--- src/rtl/tcm_dport_bridge.sv ---
// tcm_dport_bridge: single-outstanding bridge from the core data port to a 1-cycle-read TCM SRAM
//  clk_i, rst_ni             clock (rising edge), asynchronous active-low reset
//  mem_d_* inputs            core request: address, write data, rd, byte write mask, tag, maintenance bits
//  mem_d_accept_o            high while idle and out of reset; a request is taken on that edge
//  mem_d_ack/error/data_rd/resp_tag_o   one-cycle tagged response
//  sram_en/we/addr/wdata_o   SRAM access, driven only in the access cycle
//  sram_rdata_i              SRAM read data, valid the cycle after sram_en_o
module tcm_dport_bridge #(
  parameter logic [31:0] ADDR_BASE = 32'h0000_0000,
  parameter int MEM_BYTES = 65536,
  parameter int WAIT_CYCLES = 0,
  parameter int TAG_W = 11,
  localparam int AW = $clog2(MEM_BYTES) - 2
) (
  input  logic             clk_i,
  input  logic             rst_ni,
  input  logic [31:0]      mem_d_addr_i,
  input  logic [31:0]      mem_d_data_wr_i,
  input  logic             mem_d_rd_i,
  input  logic [3:0]       mem_d_wr_i,
  input  logic             mem_d_cacheable_i,
  input  logic [TAG_W-1:0] mem_d_req_tag_i,
  input  logic             mem_d_invalidate_i,
  input  logic             mem_d_writeback_i,
  input  logic             mem_d_flush_i,
  output logic             mem_d_accept_o,
  output logic             mem_d_ack_o,
  output logic             mem_d_error_o,
  output logic [31:0]      mem_d_data_rd_o,
  output logic [TAG_W-1:0] mem_d_resp_tag_o,
  output logic             sram_en_o,
  output logic [3:0]       sram_we_o,
  output logic [AW-1:0]    sram_addr_o,
  output logic [31:0]      sram_wdata_o,
  input  logic [31:0]      sram_rdata_i
);
  typedef enum logic [1:0] {IDLE, ACCESS, WAIT, RESP} state_t;
  state_t state;
  logic rdy, rd_q, hit_q, req, hit, take, resp;
  logic [3:0] cnt, we_q;
  logic [AW-1:0] addr_q;
  logic [31:0] wdata_q, off;
  logic [TAG_W-1:0] tag_q;
  logic unused;
  assign off = mem_d_addr_i - ADDR_BASE;
  assign hit = (mem_d_addr_i >= ADDR_BASE) && (off < 32'(MEM_BYTES));
  assign req = mem_d_rd_i | (|mem_d_wr_i) | mem_d_flush_i | mem_d_invalidate_i | mem_d_writeback_i;
  // rdy keeps accept low during reset even though the state already reads IDLE
  assign mem_d_accept_o = rdy && state == IDLE;
  assign take = req && mem_d_accept_o;
  assign unused = ^{mem_d_cacheable_i, off};
  always_ff @(posedge clk_i or negedge rst_ni) begin
    if (!rst_ni) begin
      state <= IDLE;
      rdy <= 1'b0;
      cnt <= '0;
      we_q <= '0;
      rd_q <= 1'b0;
      hit_q <= 1'b0;
      addr_q <= '0;
      wdata_q <= '0;
      tag_q <= '0;
    end else begin
      rdy <= 1'b1;
      case (state)
        IDLE: if (take) begin
          addr_q <= off[AW+1:2];
          wdata_q <= mem_d_data_wr_i;
          we_q <= mem_d_wr_i;
          rd_q <= mem_d_rd_i && !(|mem_d_wr_i);
          hit_q <= hit;
          tag_q <= mem_d_req_tag_i;
          state <= ((|mem_d_wr_i) || mem_d_rd_i) && hit ? ACCESS : RESP;
        end
        ACCESS: begin
          cnt <= 4'(WAIT_CYCLES);
          state <= WAIT_CYCLES == 0 ? RESP : WAIT;
        end
        WAIT: begin
          cnt <= cnt - 4'd1;
          if (cnt == 4'd1) state <= RESP;
        end
        default: state <= IDLE;
      endcase
    end
  end
  assign resp = state == RESP;
  assign sram_en_o = state == ACCESS;
  assign sram_we_o = sram_en_o ? we_q : 4'h0;
  assign sram_addr_o = addr_q;
  assign sram_wdata_o = wdata_q;
  assign mem_d_ack_o = resp;
  assign mem_d_error_o = resp && !hit_q;
  // read data comes straight from the SRAM: it only becomes valid the cycle after the access
  assign mem_d_data_rd_o = resp && hit_q && rd_q ? sram_rdata_i : 32'h0;
  assign mem_d_resp_tag_o = resp ? tag_q : '0;
endmodule

--- config.mk ---
export PLATFORM = sky130hd
export DESIGN_NAME = tcm_dport_bridge
export DESIGN_NICKNAME = d
export VERILOG_FILES = /design/src/rtl/tcm_dport_bridge.sv
export SDC_FILE = /design/constraint.sdc
export NUM_CORES = 1
export LEC_CHECK = 0
export CAP_MARGIN = 20
export CORE_ASPECT_RATIO = 0.9
export CORE_MARGIN = 2
export CORE_UTILIZATION = 35
export DETAILED_ROUTE_END_ITERATION = 10
export HOLD_SLACK_MARGIN = 0.02
export PLACE_DENSITY = 0.79
export SLEW_MARGIN = 10
export SYNTH_ARGS = -nofsm -noshare
export SYNTH_HDL_FRONTEND = slang
export SYNTH_SLANG_ARGS = --single-unit
--- constraint.sdc ---
create_clock -name clk_i -period 3.5 [get_ports clk_i]
set_input_delay 0.525 -clock clk_i [delete_from_list [all_inputs] [get_ports clk_i]]
set_output_delay 0.525 -clock clk_i [all_outputs]
set_load 0.005 [all_outputs]
### Word level (Yosys, flattened, before mapping)

Cells that the tools add are included.
W data, S select, Z words.

* register bits after elaboration: 70
* input bits: 118

* add/sub/neg operators: 1
* $lt $le $gt $ge: 2
* eq/ne operators: 6
* mux-type cells: 8
* bitwise logic cells: 4
* reductions and logical operators: 16

Operator list (count)
* $ge A32 B1 Y1 const B: 1
* $lt A32 B17 Y1 const B: 1
* $mux W32: 1
* $mux W11: 1
* $logic_and A1 B1 Y1: 8
* $pmux W4 S2: 1
* $mux W2: 3
* $pmux W2 S3: 1
* $eq A2 B2 Y1 const B: 2
* $eq A4 B1 Y1 const B: 1
* $mux W4: 1
* $ne A2 B2 Y1 const B: 2
* $or A1 B1 Y1: 4
* $reduce_and A2 Y1: 2
* $reduce_or A4 Y1: 1
* $sub A4 B1 Y4 const B: 1
* $eq A2 B1 Y1 const B: 1
* $logic_not A1 Y1: 2
* $logic_not A2 Y1: 1
* $reduce_bool A2 Y1: 1
* $logic_or A1 B1 Y1: 1

### Logic depth before layout (Yosys ltp)

* word-level depth: 8
* gate-level depth with buffers: 7

### Worst setup path before layout

OpenSTA, ideal clock, no wires.

* kind: input to register
* start point: input port mem_d_wr_i[1]
* end point: register addr_q[0] (netlist: sram_addr_o[0])
* data arrival time: 2164 ps
* setup slack: 1212 ps
* stages on the path: 5
* path buffers: 2
* path through: or4_1 > buf_2 > o31ai_4 > buf_6 > mux2_2

* cells in the longest elaborated chain, start to end: 7

RTL lines
* from (decl): RTL line 20 `input logic [3:0] mem_d_wr_i,`
* $reduce_or A4 Y1: RTL line 47 `assign req = mem_d_rd_i | (|mem_d_wr_i) | mem_d_flush_i | mem_d_invalidate_i | mem_d_writeback_i;`
* $or A1 B1 Y1 (4 in a row): RTL line 47
* $logic_and A1 B1 Y1: RTL line 50 `assign take = req && mem_d_accept_o;`
* $reduce_and A2 Y1 (no source line)
* to (signal assigned): RTL line 67 `addr_q <= off[AW+1:2];`
* to (decl): RTL line 41 `logic [AW-1:0] addr_q;`

Every way passes these cells.
A chain may end at the register's enable or synchronous reset.

### Final worst setup path

* start point: register state[0]
* end point: output port mem_d_data_rd_o[8]

* cells in the longest elaborated chain, start to end: 4

RTL lines
* from (decl): RTL line 38 `state_t state;`
* from (signal assigned): RTL line 73 `state <= ((|mem_d_wr_i) || mem_d_rd_i) && hit ? ACCESS : RESP;`
* from (signal assigned): RTL line 77 `state <= WAIT_CYCLES == 0 ? RESP : WAIT;`
* $eq A2 B2 Y1: RTL line 87 `assign resp = state == RESP;`
* $logic_and A1 B1 Y1 (2 in a row): RTL line 95 `assign mem_d_data_rd_o = resp && hit_q && rd_q ? sram_rdata_i : 32'h0;`
* $mux W32: RTL line 95
* to (decl): RTL line 29 `output logic [31:0] mem_d_data_rd_o,`

Every way passes these cells.

==> impl_metrics.json <==
{
  "run_status": "finished clean",
  "die_width_um": 104,
  "start_util_pct": 36.6,
  "cts-root-buf": "clkbuf_8",
  "fmaxAchievable_ghz": 0.312,
  "syn-num-nets": 367,
  "grt_pass1_vias": 2754,
  "worstPathArrival_ns": 2.68,
  "yosys_warnings": 0,
  "setup-tns-final_ns": 0,
  "crit_required_ns": 2.97,
  "yosysUniqueCellTypes": 28,
  "yosysSeqAreaShare_pct": 55.1,
  "p_leak_nw": 2.32,
  "place_congestion": 0.846,
  "cts_buffers": 9,
  "p_total_mw": 3.85,
  "core.rowCount": 32,
  "period_share_pct": 91.5,
  "dp_cells": 562,
  "cts_htree_levels": 3,
  "synth_area_um2": 3180,
  "holdWs_ns": 0.303,
  "grt_overflow": 0,
  "antenna_found_initial": 0,
  "synth_async_sr_flop_share_pct": 100,
  "ys.flop_type": "dfrtp_1",
  "rsz0062_at_grt": "no",
  "syn_avg_cell_area_um2": 13.1,
  "final-hold-violation-count": 0,
  "track_usage_pct": 17.7,
  "wl_per_cell_um": 15.3,
  "start_kind": "register",
  "clock_skew_ns": 0.00795,
  "slew_headroom_pct": 41.6,
  "cellPowerDensity_nw_per_um2": 690,
  "grt_pass1_wl_mm": 13.7,
  "holdBufCountCts": 0,
  "num_vias": 2629,
  "numPortBuffers": 211,
  "area_growth_pct": 75.4,
  "antenna_cells": 0,
  "ctsResizeCount": 0,
  "wl_mm": 8.84,
  "cap_violations": 0,
  "grt_max_degree": 71,
  "crit_fanout": 32,
  "critPathCaptureType": "output port",
  "nNetsFinal": 579,
  "cts.sinks": 70,
  "clk_pin_slew_worst_paths_ns": 0.08,
  "coreArea_um2": 8690,
  "post_dp_cell_area_um2": 5360,
  "drtPass1Iterations": 4,
  "synth-seq-cells": 70,
  "dp_hpwl_mm": 6.97,
  "synth_cells": 242,
  "fin_area_um2": 5580,
  "worst-slew-pin-transition_ns": 0.876,
  "initialDrtViolationCount": 56,
  "postCtsSetupBuffers": 0,
  "fin_cells": 578,
  "hp-class": "in -> async",
  "path_class": "reg -> out",
  "ant_nets": 0,
  "die_y_um": 94.4,
  "worst_skew_pair.late_latency_ns": 0.33,
  "viasPerCell": 4.55,
  "vdd_drop_max_v": 0.000374,
  "finalWorstPathRequiredPeriod_ns": 3.20,
  "cts_buffer_depth": 2,
  "layout-drive-gt1-share_pct": 17.4,
  "synth_enable_flop_cells": 0,
  "pin_count": 215,
  "drv_slew": 0,
  "cts_tree": "built",
  "setup_viol": 0,
  "dieArea_um2": 9860,
  "route.detailed.drc": 0
}
[sequential cells by signal (all words and copies together), names as in the netlist]
| register | count |
|---|---|
| cnt | 4 |
| hit_q | 1 |
| rd_q | 1 |
| rdy | 1 |
| sram_addr_o | 14 |
| sram_wdata_o | 32 |
| state | 2 |
| tag_q | 11 |
| we_q | 4 |
[final timing paths]
kind	startpoint	endpoint	slack, ns	cells past startpoint
setup reg to reg	state[0]	sram_addr_o[5]	1.51	6
setup / recovery	state[0]	mem_d_data_rd_o[8]	0.30	4
hold / removal	rst_ni	sram_wdata_o[18]	0.30	1
max in group asynchronous	rst_ni	cnt[3]	2.62	1
hold reg to reg	rd_q	rd_q	0.48	2
min in group clk_i	rd_q	rd_q	0.48	2
[critical path: stages (launching register included)]
cell and delay (ns):
dfrtp_1 0.41, ha_1 0.44, and3_1 0.74, and2_1 0.25, clkdlybuf4s50_1 0.50
[power breakdown]
part | leakage, nW | internal (mW) | total (mW) | switching [mW]
logic | 1.37 | 1.17 | 1.75 | 0.577
registers | 0.843 | 1.20 | 1.40 | 0.194
clock network | 0.106 | 0.400 | 0.699 | 0.299
total | 2.32 | 2.78 | 3.85 | 1.07
[kinds of logic after synthesis]
logic type / after synthesis / share of synthesized area, %
compound gates: 11 / 2.52
fa+ha+maj: 7 / 2.75
buf+inv: 18 / 3.58
flops: 70 / 55.1
mux: 65 / 22.9
other cells: 1 / 0.118
simple gates: 70 / 13.1
[stage by stage]
| stage | setup slack [ns] | util (%) |
|---|---|---|
| 3_3_place_gp | 0.673 | 61.7 |
| 6_report | 0.297 | 64.2 |
| 5_1_grt | 0.0579 | 64.2 |
| 2_1_floorplan | 1.21 | - |
| 3_5_place_dp | 0.612 | 61.7 |
| 4_1_cts | 0.247 | 64.2 |
[cells in the final DEF (no fill, tap or decap), types with 3 or more instances in the layout]
| cell | instances |
|---|---|
| ha_1 | 7 |
| dfrtp_1 | 70 |
| clkdlybuf4s50_1 | 210 |
| mux2_2 | 61 |
| inv_1 | 6 |
| buf_4 | 3 |
| o21ai_0 | 6 |
| and2_1 | 47 |
| nor4_1 | 4 |
| nor2_1 | 3 |
| clkbuf_8 | 9 |
| nand2_1 | 6 |
| mux2i_1 | 4 |
[routing by layer]
| metal | track usage (%) | up-vias | wire (um) |
|---|---|---|---|
| met1 | 19.3 | 1261 | 3310 |
| met3 | 5.45 | 12 | 712 |
| li1 | - | 1237 | - |
| met2 | 32.8 | 119 | 4690 |
| met5 | 0 | - | 0 |
| met4 | 6.19 | 0 | 128 |
[synth_stat cells, drive strengths merged (3+ instances only)]
cell type  number  area (um2)
and2           48         300
buf             7        72.6
clkbuf          5        18.8
dfrtp          70        1750
ha              7        87.6
inv             6        22.5
mux2           61         687
mux2i           4        40.0
nand2           6        22.5
nor2            3        11.3
nor4            4        25.0
o21ai           6        30.0
o31ai           3        36.3
[layout make-up]
cell class	count	area, um2
clock buffers	10	128
multi-input cells	154	1310
fillers	696	3110
well taps	119	149
clock inverters	6	86.3
flip-flops and latches	70	1750
inverters	6	22.5
repair buffers	213	2120
(Power assumes the default switching activity.)
